File: src/rtl/axi_lite_master.sv
// AXI4-lite single-outstanding master: turns one command into an AW/W/B or AR/R
// exchange and reports the response with a saturating accept-to-handshake latency.
module axi_lite_master #(
  parameter int C_LAT_BITS = 16
) (
  input  logic                  aclk,
  input  logic                  aresetn,
  input  logic                  cmd_valid,
  output logic                  cmd_ready,
  input  logic                  cmd_wr,
  input  logic [31:0]           cmd_addr,
  input  logic [31:0]           cmd_wdata,
  input  logic [3:0]            cmd_wstrb,
  output logic                  rsp_valid,
  output logic [31:0]           rsp_rdata,
  output logic [1:0]            rsp_resp,
  output logic                  rsp_wr,
  output logic [C_LAT_BITS-1:0] rsp_cycles,
  output logic [31:0]           m_axi_awaddr,
  output logic                  m_axi_awvalid,
  input  logic                  m_axi_awready,
  output logic [31:0]           m_axi_wdata,
  output logic [3:0]            m_axi_wstrb,
  output logic                  m_axi_wvalid,
  input  logic                  m_axi_wready,
  input  logic [1:0]            m_axi_bresp,
  input  logic                  m_axi_bvalid,
  output logic                  m_axi_bready,
  output logic [31:0]           m_axi_araddr,
  output logic                  m_axi_arvalid,
  input  logic                  m_axi_arready,
  input  logic [31:0]           m_axi_rdata,
  input  logic [1:0]            m_axi_rresp,
  input  logic                  m_axi_rvalid,
  output logic                  m_axi_rready
);

  typedef enum logic [2:0] {IDLE, WRITE, WRESP, READ, RDATA, RESP} state_t;

  state_t                state_q, state_d;
  logic                  cmd_ready_q, cmd_ready_d;
  logic                  awvalid_q, awvalid_d;
  logic                  wvalid_q, wvalid_d;
  logic                  arvalid_q, arvalid_d;
  logic                  bready_q, bready_d;
  logic                  rready_q, rready_d;
  logic [31:0]           addr_q, addr_d;
  logic [31:0]           wdata_q, wdata_d;
  logic [3:0]            wstrb_q, wstrb_d;
  logic [C_LAT_BITS-1:0] lat_q, lat_d, lat_inc;
  logic                  rsp_valid_q, rsp_valid_d;
  logic [31:0]           rsp_rdata_q, rsp_rdata_d;
  logic [1:0]            rsp_resp_q, rsp_resp_d;
  logic                  rsp_wr_q, rsp_wr_d;
  logic [C_LAT_BITS-1:0] rsp_cycles_q, rsp_cycles_d;

  // Latency counter sticks at all-ones instead of wrapping.
  assign lat_inc = (&lat_q) ? lat_q : lat_q + {{(C_LAT_BITS-1){1'b0}}, 1'b1};

  always_comb begin
    state_d      = state_q;
    cmd_ready_d  = cmd_ready_q;
    awvalid_d    = awvalid_q;
    wvalid_d     = wvalid_q;
    arvalid_d    = arvalid_q;
    bready_d     = bready_q;
    rready_d     = rready_q;
    addr_d       = addr_q;
    wdata_d      = wdata_q;
    wstrb_d      = wstrb_q;
    lat_d        = lat_q;
    rsp_valid_d  = rsp_valid_q;
    rsp_rdata_d  = rsp_rdata_q;
    rsp_resp_d   = rsp_resp_q;
    rsp_wr_d     = rsp_wr_q;
    rsp_cycles_d = rsp_cycles_q;
    case (state_q)
      IDLE: begin
        if (cmd_valid && cmd_ready_q) begin
          addr_d      = cmd_addr;
          wdata_d     = cmd_wdata;
          wstrb_d     = cmd_wstrb;
          rsp_wr_d    = cmd_wr;
          lat_d       = '0;
          cmd_ready_d = 1'b0;
          if (cmd_wr) begin
            state_d   = WRITE;
            awvalid_d = 1'b1;
            wvalid_d  = 1'b1;
          end else begin
            state_d   = READ;
            arvalid_d = 1'b1;
          end
        end
      end
      WRITE: begin
        lat_d = lat_inc;
        if (awvalid_q && m_axi_awready) awvalid_d = 1'b0;
        if (wvalid_q && m_axi_wready)   wvalid_d  = 1'b0;
        if (!awvalid_d && !wvalid_d) begin
          state_d  = WRESP;
          bready_d = 1'b1;
        end
      end
      WRESP: begin
        lat_d = lat_inc;
        if (m_axi_bvalid) begin
          state_d      = RESP;
          bready_d     = 1'b0;
          rsp_valid_d  = 1'b1;
          rsp_resp_d   = m_axi_bresp;
          rsp_rdata_d  = '0;
          rsp_cycles_d = lat_inc;
        end
      end
      READ: begin
        lat_d = lat_inc;
        if (m_axi_arready) begin
          state_d   = RDATA;
          arvalid_d = 1'b0;
          rready_d  = 1'b1;
        end
      end
      RDATA: begin
        lat_d = lat_inc;
        if (m_axi_rvalid) begin
          state_d      = RESP;
          rready_d     = 1'b0;
          rsp_valid_d  = 1'b1;
          rsp_resp_d   = m_axi_rresp;
          rsp_rdata_d  = m_axi_rdata;
          rsp_cycles_d = lat_inc;
        end
      end
      RESP: begin
        state_d     = IDLE;
        rsp_valid_d = 1'b0;
        cmd_ready_d = 1'b1;
      end
      default: begin
        state_d     = IDLE;
        cmd_ready_d = 1'b1;
      end
    endcase
  end

  // Reset drops any transaction in flight; the slave shares this reset.
  always_ff @(posedge aclk) begin
    if (!aresetn) begin
      state_q      <= IDLE;
      cmd_ready_q  <= 1'b1;
      awvalid_q    <= 1'b0;
      wvalid_q     <= 1'b0;
      arvalid_q    <= 1'b0;
      bready_q     <= 1'b0;
      rready_q     <= 1'b0;
      addr_q       <= '0;
      wdata_q      <= '0;
      wstrb_q      <= '0;
      lat_q        <= '0;
      rsp_valid_q  <= 1'b0;
      rsp_rdata_q  <= '0;
      rsp_resp_q   <= '0;
      rsp_wr_q     <= 1'b0;
      rsp_cycles_q <= '0;
    end else begin
      state_q      <= state_d;
      cmd_ready_q  <= cmd_ready_d;
      awvalid_q    <= awvalid_d;
      wvalid_q     <= wvalid_d;
      arvalid_q    <= arvalid_d;
      bready_q     <= bready_d;
      rready_q     <= rready_d;
      addr_q       <= addr_d;
      wdata_q      <= wdata_d;
      wstrb_q      <= wstrb_d;
      lat_q        <= lat_d;
      rsp_valid_q  <= rsp_valid_d;
      rsp_rdata_q  <= rsp_rdata_d;
      rsp_resp_q   <= rsp_resp_d;
      rsp_wr_q     <= rsp_wr_d;
      rsp_cycles_q <= rsp_cycles_d;
    end
  end

  assign cmd_ready     = cmd_ready_q;
  assign rsp_valid     = rsp_valid_q;
  assign rsp_rdata     = rsp_rdata_q;
  assign rsp_resp      = rsp_resp_q;
  assign rsp_wr        = rsp_wr_q;
  assign rsp_cycles    = rsp_cycles_q;
  assign m_axi_awaddr  = addr_q;
  assign m_axi_awvalid = awvalid_q;
  assign m_axi_wdata   = wdata_q;
  assign m_axi_wstrb   = wstrb_q;
  assign m_axi_wvalid  = wvalid_q;
  assign m_axi_bready  = bready_q;
  assign m_axi_araddr  = addr_q;
  assign m_axi_arvalid = arvalid_q;
  assign m_axi_rready  = rready_q;

endmodule

File: config.mk
export PLATFORM = sky130hd
export DESIGN_NAME = axi_lite_master
export DESIGN_NICKNAME = d
export VERILOG_FILES = /design/src/rtl/axi_lite_master.sv
export SDC_FILE = /design/constraint.sdc
export NUM_CORES = 1
export LEC_CHECK = 0
export ABC_AREA = 0
export CORE_ASPECT_RATIO = 1.75
export CORE_MARGIN = 8
export CORE_UTILIZATION = 45
export DETAILED_ROUTE_END_ITERATION = 7
export PLACE_DENSITY_LB_ADDON = 0.2
export SYNTH_ARGS = -nofsm -noshare
export SYNTH_HDL_FRONTEND = slang
export SYNTH_SLANG_ARGS = --single-unit
File: constraint.sdc
create_clock -name aclk -period 4.7 [get_ports aclk]
set_input_delay 0.705 -clock aclk [delete_from_list [all_inputs] [get_ports aclk]]
set_output_delay 0.705 -clock aclk [all_outputs]
set_load 0.05 [all_outputs]
-- After elaboration in Yosys (flattened, before gate mapping)
Cells that the tools add are included.
- equal/unequal tests: 12
- add/sub/neg operators: 1
- bitwise gates (word level): 1
- muxes and demuxes: 42
- reduce and logical (&&, ||, !) cells: 26
- operators by type and width (kind ; count):
    $mux 16 ; 4
    $mux 32 ; 2
    $pmux 16 s2 ; 2
    $pmux 32 s2 ; 1
    $add 16x1->16 const B ; 1
    $mux 1 ; 16
    $reduce_and 16->1 ; 1
    $mux 3 ; 5
    $pmux 3 s5 ; 1
    $reduce_and 3->1 ; 5
    $ne 2x2->1 const B ; 7
    $pmux 1 s2 ; 6
    $reduce_bool 2->1 ; 6
    $eq 3x2->1 const B ; 2
    $eq 3x3->1 const B ; 2
    $mux 2 ; 3
    $reduce_and 2->1 ; 3
    $reduce_and 5->1 ; 1
    $logic_and 1x1->1 ; 4
    $pmux 2 s2 ; 1
    $reduce_and 4->1 ; 1
    $reduce_or 4->1 ; 1
    $eq 3x1->1 const B ; 1
    $logic_not 3->1 ; 1
    other kinds (4) ; 5
- output and inout bits: 158
- flip-flop bits (word level): 145
- bits of input ports: 113
- logic and storage cells: 98

-- Logic depth before layout (Yosys ltp)
Gate-level depths: netlist (run 1).
- word-level depth: 7
- gate-level depth with buffers: 7
- mapped depth without buffers: 5

-- Worst setup path after synthesis (run 1)
No wires, ideal clock.
- path type: flip-flop to flip-flop
- start point: register lat_q[0]
- end point: register rsp_cycles_q[11] (netlist: rsp_cycles[11])
- data arrival time: 1.946 ns
- required time: 4.626 ns
- period minus slack after synthesis: 2.020 ns
- setup slack: 2.680 ns
- path buffers: 2
- stages on the path, launching flop included: 8
- library setup time: 0.074 ns
- cell sequence: dfxtp_1 -> ha_1 -> buf_2 -> nand4_4 -> or4_4 -> buf_6 -> a31o_1 -> a31oi_2
- longest elaborated chain between the ends: 4
- elaborated cells on any way between the ends: 6
- classes of those cells: add/sub: 1; mux: 4; reduce/logical: 1
- RTL lines (what ; line ; RTL):
    from (decl) ; 50 ; logic [C_LAT_BITS-1:0] lat_q, lat_d, lat_inc;
    from (signal assigned) ; 177 ; lat_q <= lat_d;
    $add 16x1->16 / $reduce_and 16->1 (equally long branches) ; 58 ; assign lat_inc = (&lat_q) ? lat_q : lat_q + {{(C_LAT_BITS-1){1'b0}}, 1'b1};
    $mux 16 * ; 58 ;
    $mux 16 (on tied branches) ; 126, 107 ;
    $pmux 16 s2 * ; 77 ; case (state_q)
    to (signal assigned) ; 182 ; rsp_cycles_q <= rsp_cycles_d;
    to (decl) ; 55 ; logic [C_LAT_BITS-1:0] rsp_cycles_q, rsp_cycles_d;
Mark *: on every way between the ends. The rest lies on a longest branch, timed or not. The select of a mux whose other input is x is not followed.
A chain may end at the register's enable or synchronous reset.

-- Worst setup path in the final report (run 1)
- start point: input port cmd_valid
- end point: register addr_q[16] (netlist: m_axi_araddr[16])
- longest elaborated chain between the ends: 2
- RTL lines (what ; line ; RTL):
    from (decl) ; 8 ; input logic cmd_valid,
    $logic_and 1x1->1 ; 79 ; if (cmd_valid && cmd_ready_q) begin
    $reduce_and 2->1 (no source line) ; - ;
    to (signal assigned) ; 174 ; addr_q <= addr_d;
    to (decl) ; 47 ; logic [31:0] addr_q, addr_d;
Every way passes these cells.

==> impl_metrics.py, run 1 <==
metrics = {
    "outcome": {
        "status": "complete, no violations",
    },
    "synthesis": {
        "syn-num-nets": 837,
        "synth_edf_count": 0,
        "syn_inst": 723,
        "syn_area_per_cell_sq_um": 8.24,
        "synth_ff_type": "dfxtp_1",
        "seq_area_frac_synth_pct": 48.7,
        "netlist_area_sq_mm": 0.00596,
        "synth_warnings": 0,
        "ys_types": 61,
        "synth-async-reset-ratio_pct": 0,
        "ys_ff_latch": 145,
    },
    "worst_hold_path": {
        "hold_depth": 2,
        "hold_path_class": "reg2reg",
    },
    "clocking": {
        "path_clk_slew_ns": 0.06,
        "root_buffer": "clkbuf_16",
        "clock_latency_ns": 0.41,
        "cts_resized": 0,
        "cts_made_buffers": 17,
        "cts_sinks": 145,
        "cts_tree": "built",
        "cts.htree.levels": 4,
        "clockBufferDepth": 2,
        "postCtsSetupBuffers": 0,
        "cts_hold_buffers": 0,
    },
    "floorplanning": {
        "dieHeight_microns": 168,
        "die_area_sq_mm": 0.0173,
        "core_area_sq_mm": 0.0129,
        "num_io_pins": 271,
        "rows": 55,
        "die_x_microns": 103,
        "start_util_pct": 46.0,
    },
    "global_route": {
        "grt_pass1_wl_mm": 31.1,
        "grt_util_all_layers_pct": 22.9,
        "grt_start_max_net_pins": 71,
        "antenna_found_initial": 0,
        "grt.overflow.total": 0,
        "grt_pass1_vias": 5873,
    },
    "timing": {
        "finalMaxSlewViolations": 0,
        "setup_tns_ns": 0,
        "fin_worst_skew_ns": 0.00873,
        "finalHoldViolCount": 0,
        "fmax_mhz": 349,
        "rsz0062_at_grt": "no",
        "max_slew_margin_pct": 9.63,
        "tightest_slew_ns": 1.35,
        "worst_hold_slack_ns": 0.452,
        "fin_crit_sh_pct": 61.0,
        "period_needed_ns": 2.87,
        "final-setup-viol-count": 0,
    },
    "layout": {
        "drive_above_1_share_pct": 5.72,
        "fin_nets": 1045,
        "final_common_cell": "clkdlybuf4s50_1",
        "layout-area-overhead-vs-synth_pct": 52.4,
        "layout_common_cells": "270 x clkdlybuf4s50_1, 163 x nand2_1, 145 x dfxtp_1",
        "fill_cells": 1020,
        "regArea_sq_mm": 0.00290,
        "multiInputGateArea_sq_mm": 0.00256,
    },
    "drt": {
        "wirelength_mm": 20.7,
        "antenna_left": 0,
        "route.detailed.drc": 0,
        "dr.pass1.iters": 5,
        "wl_per_cell_microns": 18.5,
        "drtIter0Drc": 228,
        "viasPerCell": 5.45,
        "num_vias": 6077,
    },
    "setup_path": {
        "critPathKind": "in2reg",
        "rr_worst_depth": 5,
        "worstSetupStartpointType": "primary input",
        "worstPathMaxFanout": 54,
        "crit_required_ns": 5.02,
        "worstSetupEndpointType": "flip-flop",
        "r2r_setup_slack_ns": 2.08,
        "critical_path_arrival_ns": 3.19,
    },
    "place": {
        "place_congestion": 0.857,
        "dp_hpwl_mm": 15.5,
        "numPortBuffers": 270,
    },
    "power": {
        "p_leak_nw": 3.19,
        "ir_drop_mv": 0.278,
        "power_density_mw_per_mm2": 567,
    },
    "job": {
        "drv_cap": 0,
    },
}
[cell type report]
cell class                 instances  share of cell area (%)
sequential                       145                    32.0
timing repair buffer             276                    30.3
multi-input combinational        482                    28.3
clock buffer                      18                    4.84
tap                              171                    2.36
clock inverter                    14                    1.88
inverter                           9                   0.386
antenna                            1                  0.0276
[report_power, final]
| group | switching, mW | leakage (nW) | total [mW] | internal [mW] |
|---|---|---|---|---|
| combinational | 1.48 | 1.71 | 2.17 | 0.689 |
| clock | 0.557 | 0.293 | 1.37 | 0.815 |
| sequential | 0.172 | 1.18 | 1.60 | 1.43 |
[Yosys cell counts (2+ instances only)]
| cell type | n | area, sq um |
|---|---|---|
| a211oi_1 | 6 | 45.0 |
| a21o_1 | 4 | 30.0 |
| a21oi_1 | 88 | 440 |
| a22oi_1 | 32 | 240 |
| a311o_1 | 2 | 20.0 |
| a311oi_1 | 2 | 17.5 |
| a31o_2 | 2 | 17.5 |
| a31oi_1 | 10 | 62.6 |
| and3_1 | 2 | 12.5 |
| and4_1 | 3 | 26.3 |
| buf_2 | 9 | 45.0 |
| buf_4 | 32 | 240 |
| clkbuf_1 | 44 | 165 |
| dfxtp_1 | 145 | 2900 |
| inv_1 | 8 | 30.0 |
| mux2i_1 | 5 | 50.1 |
| nand2_1 | 164 | 616 |
| nand3_1 | 18 | 90.1 |
| nand3b_1 | 2 | 15.0 |
| nand4_1 | 5 | 31.3 |
| nor2_1 | 45 | 169 |
| nor2b_1 | 3 | 18.8 |
| nor3_1 | 6 | 30.0 |
| nor3b_1 | 2 | 15.0 |
| nor4_1 | 3 | 18.8 |
| o211a_1 | 3 | 30.0 |
| o211ai_1 | 3 | 22.5 |
| o21a_1 | 4 | 30.0 |
| o21ai_0 | 24 | 120 |
| o221ai_1 | 3 | 26.3 |
| o22ai_1 | 3 | 18.8 |
| o2bb2ai_1 | 2 | 17.5 |
| or2_2 | 3 | 18.8 |
| or3_1 | 4 | 25.0 |
| or4_1 | 2 | 15.0 |
| xnor2_1 | 5 | 43.8 |
[flip-flops by register name, indices dropped and copies added (netlist names)]
| name | flops |
|---|---|
| m_axi_araddr | 32 |
| m_axi_wdata | 32 |
| rsp_rdata | 32 |
| lat_q | 16 |
| rsp_cycles | 16 |
| m_axi_wstrb | 4 |
| state_q | 3 |
| rsp_resp | 2 |
| cmd_ready | 1 |
| m_axi_arvalid | 1 |
| m_axi_awvalid | 1 |
| m_axi_bready | 1 |
| m_axi_rready | 1 |
| m_axi_wvalid | 1 |
| rsp_valid | 1 |
| rsp_wr | 1 |
[worst max-delay path: stages]
cell and delay (ns):
clkdlybuf4s50_1 0.51, nor4b_2 0.45, and2_2 0.87, buf_4 0.36, nand2_1 0.09, a21oi_1 0.17
[metrics by stage]
step	cells	util (%)	total power, mW	instance area (sq um)	worst slack (ns)
floorplan	723	-	3.12	5960	2.68
global placement	1083	65.4	3.76	8460	1.65
detailed placement	1083	65.4	3.80	8460	1.53
CTS	1115	70.1	5.18	9070	1.86
global route	1115	70.1	5.36	9070	1.71
finish	1116	70.1	5.15	9070	1.83
[metal layers]
metal  share of wire [%]  track usage [%]  up-vias
li1                    -                -     2887
met2                  54             41.9      259
met4                 4.1             11.0        0
met1                  34             22.7     2886
met5                   0                0        -
met3                 8.1             6.28       45
[worst paths after layout]
kind / start / end
worst max-delay path: cmd_valid / m_axi_araddr[16]$_SDFFE_PN0P_
worst max register to register: state_q[0]$_SDFFE_PN0P_ / m_axi_araddr[16]$_SDFFE_PN0P_
worst min register to register: m_axi_wdata[28]$_SDFFE_PN0P_ / m_axi_wdata[28]$_SDFFE_PN0P_
worst min-delay path: m_axi_wdata[28]$_SDFFE_PN0P_ / m_axi_wdata[28]$_SDFFE_PN0P_
[logic make-up (layout without fill, tap and decap cells)]
| kind of cell | after synthesis | count (layout) | synth area share (%) |
|---|---|---|---|
| adders and majority gates | 1 | 1 | 0.210 |
| and+or+nand+nor | 270 | 270 | 20.0 |
| buffers and inverters | 96 | 317 | 8.38 |
| AOI/OAI and AO/OA | 199 | 199 | 20.8 |
| other | 0 | 1 | 0 |
| xor gates and xnor gates | 6 | 6 | 0.882 |
| DFF | 145 | 145 | 48.7 |
| muxes | 6 | 6 | 1.03 |
Note: power is estimated with default switching activity, not from simulation.
==> run 2, diff against run 1 <==
--- a/config.mk
+++ b/config.mk
@@ -8,7 +8,7 @@
 export ABC_AREA = 0
 export CORE_ASPECT_RATIO = 1.75
 export CORE_MARGIN = 8
-export CORE_UTILIZATION = 45
+export CORE_UTILIZATION = 42
 export DETAILED_ROUTE_END_ITERATION = 7
 export PLACE_DENSITY_LB_ADDON = 0.2
 export SYNTH_ARGS = -nofsm -noshare
==> constraint.sdc (replaced) <==
create_clock -name aclk -period 2.7 [get_ports aclk]
set_input_delay 0.405 -clock aclk [delete_from_list [all_inputs] [get_ports aclk]]
set_output_delay 0.405 -clock aclk [all_outputs]
set_load 0.05 [all_outputs]
==> run 2 against run 1 <==
Against the previous run:
- final area up 0.43%
- sequential share of layout area down 0.14 points
- total power up 71%
- flip-flop and latch count unchanged
- critical path type is now reg2reg
- highest routed layer unchanged
==> impl_metrics.py, run 2 (synthesis gave the netlist of run 1 again) <==
metrics = {
    "power": {
        "p_leak_nw": 3.21,
        "power_density_mw_per_mm2": 968,
        "ir_drop_mv": 0.529,
    },
    "layout": {
        "fin_nets": 1054,
        "final_area_sq_mm": 0.00911,
        "final_common_cell": "clkdlybuf4s50_1",
        "layout_common_cells": "270 x clkdlybuf4s50_1, 163 x nand2_1, 145 x dfxtp_1",
        "diodes": 0,
        "final_cells": 1130,
        "fill_cells": 1205,
        "layout-area-overhead-vs-synth_pct": 53.0,
        "drive_above_1_share_pct": 6.61,
    },
    "clocking": {
        "cts_made_buffers": 17,
        "clock_latency_ns": 0.43,
        "postCtsSetupBuffers": 0,
        "cts_sinks": 145,
        "cts_resized": 0,
        "clockBufferDepth": 2,
        "cts.htree.levels": 4,
        "cts_hold_buffers": 0,
        "cts_tree": "built",
        "root_buffer": "clkbuf_16",
        "path_clk_slew_ns": 0.06,
    },
    "timing": {
        "fin_crit_sh_pct": 82.3,
        "finalMaxSlewViolations": 0,
        "tightest_slew_ns": 0.718,
        "max_slew_margin_pct": 52.1,
        "fmax_mhz": 450,
        "rsz0062_at_grt": "no",
        "final-setup-viol-count": 0,
        "finalHoldViolCount": 0,
        "setup_tns_ns": 0,
        "fin_worst_skew_ns": 0.0264,
        "worst_hold_slack_ns": 0.453,
        "period_needed_ns": 2.22,
    },
    "drt": {
        "antenna_left": 0,
        "dr.pass1.iters": 5,
        "wl_per_cell_microns": 17.7,
        "wirelength_mm": 20.0,
        "route.detailed.drc": 0,
        "num_vias": 5898,
        "viasPerCell": 5.22,
        "drtIter0Drc": 227,
    },
    "floorplanning": {
        "rows": 57,
        "die_area_sq_mm": 0.0184,
        "die_x_microns": 106,
        "start_util_pct": 42.8,
        "num_io_pins": 271,
        "dieHeight_microns": 174,
        "core_area_sq_mm": 0.0139,
    },
    "global_route": {
        "grt.overflow.total": 0,
        "grt_start_max_net_pins": 78,
        "grt_pass1_vias": 5571,
        "grt_util_all_layers_pct": 20.6,
        "antenna_found_initial": 0,
        "grt_pass1_wl_mm": 30.3,
    },
    "place": {
        "dpl-instance-area_sq_mm": 0.00856,
        "place_inst": 1098,
        "numPortBuffers": 270,
        "dp_hpwl_mm": 14.8,
        "place_congestion": 0.893,
    },
    "outcome": {
        "status": "complete, no violations",
    },
    "setup_path": {
        "critPathKind": "reg2reg",
        "crit_required_ns": 3.03,
        "critical_path_arrival_ns": 2.55,
        "worstSetupEndpointType": "flip-flop",
        "worstSetupStartpointType": "flip-flop",
        "worstPathMaxFanout": 12,
    },
    "job": {
        "drv_cap": 0,
    },
    "worst_hold_path": {
        "hold_path_class": "reg2reg",
    },
}
run 2: cell type report:
cell class / count / area (sq um) / share of cell area [%]
Clock inverter: 15 / 125 / 1.37
Multi-Input combinational cell: 482 / 2560 / 28.1
Timing Repair Buffer: 285 / 2840 / 31.2
Clock buffer: 17 / 425 / 4.67
Sequential cell: 145 / 2900 / 31.9
Inverter: 9 / 35.0 / 0.384
Tap cell: 177 / 221 / 2.43
run 2: path summary, 6_finish.rpt:
| kind | cells after the start | slack [ns] | startpoint | endpoint |
|---|---|---|---|---|
| min reg2reg | 2 | 0.45 | m_axi_wdata[28]$_SDFFE_PN0P_ | m_axi_wdata[28]$_SDFFE_PN0P_ |
| min | 2 | 0.45 | m_axi_wdata[28]$_SDFFE_PN0P_ | m_axi_wdata[28]$_SDFFE_PN0P_ |
| max reg2reg | 5 | 0.48 | lat_q[1]$_SDFFE_PN0P_ | lat_q[2]$_SDFFE_PN0P_ |
| max | 5 | 0.48 | lat_q[1]$_SDFFE_PN0P_ | lat_q[2]$_SDFFE_PN0P_ |
run 2: stage by stage:
stage / utilization, % / total power, mW / worst slack (ns)
finish: 65.5 / 8.83 / 0.477
global route: 65.5 / 9.25 / 0.303
CTS: 65.5 / 8.92 / 0.484
detailed placement: 61.6 / 6.71 / 0.427
global placement: 61.6 / 6.69 / 0.492
floorplan: - / 5.43 / 0.680
run 2: routing by layer:
layer	share of wire (%)	GRT usage, %
met2	54	38.2
met1	38	21.7
met3	6.4	4.88
met4	2.0	7.37
met5	0	0
run 2: power by group:
| group | internal [mW] | switching (mW) | total (mW) |
|---|---|---|---|
| Clock | 1.20 | 0.983 | 2.18 |
| Sequential | 2.49 | 0.277 | 2.77 |
| Combinational | 1.28 | 2.60 | 3.88 |
| Total | 4.97 | 3.86 | 8.83 |
run 2: critical path: stages, from the launching register on:
cell,delay (ns)
dfxtp_1,0.41
ha_1,0.43
nand4_4,0.18
or4_4,0.66
a21o_1,0.21
a311oi_1,0.24
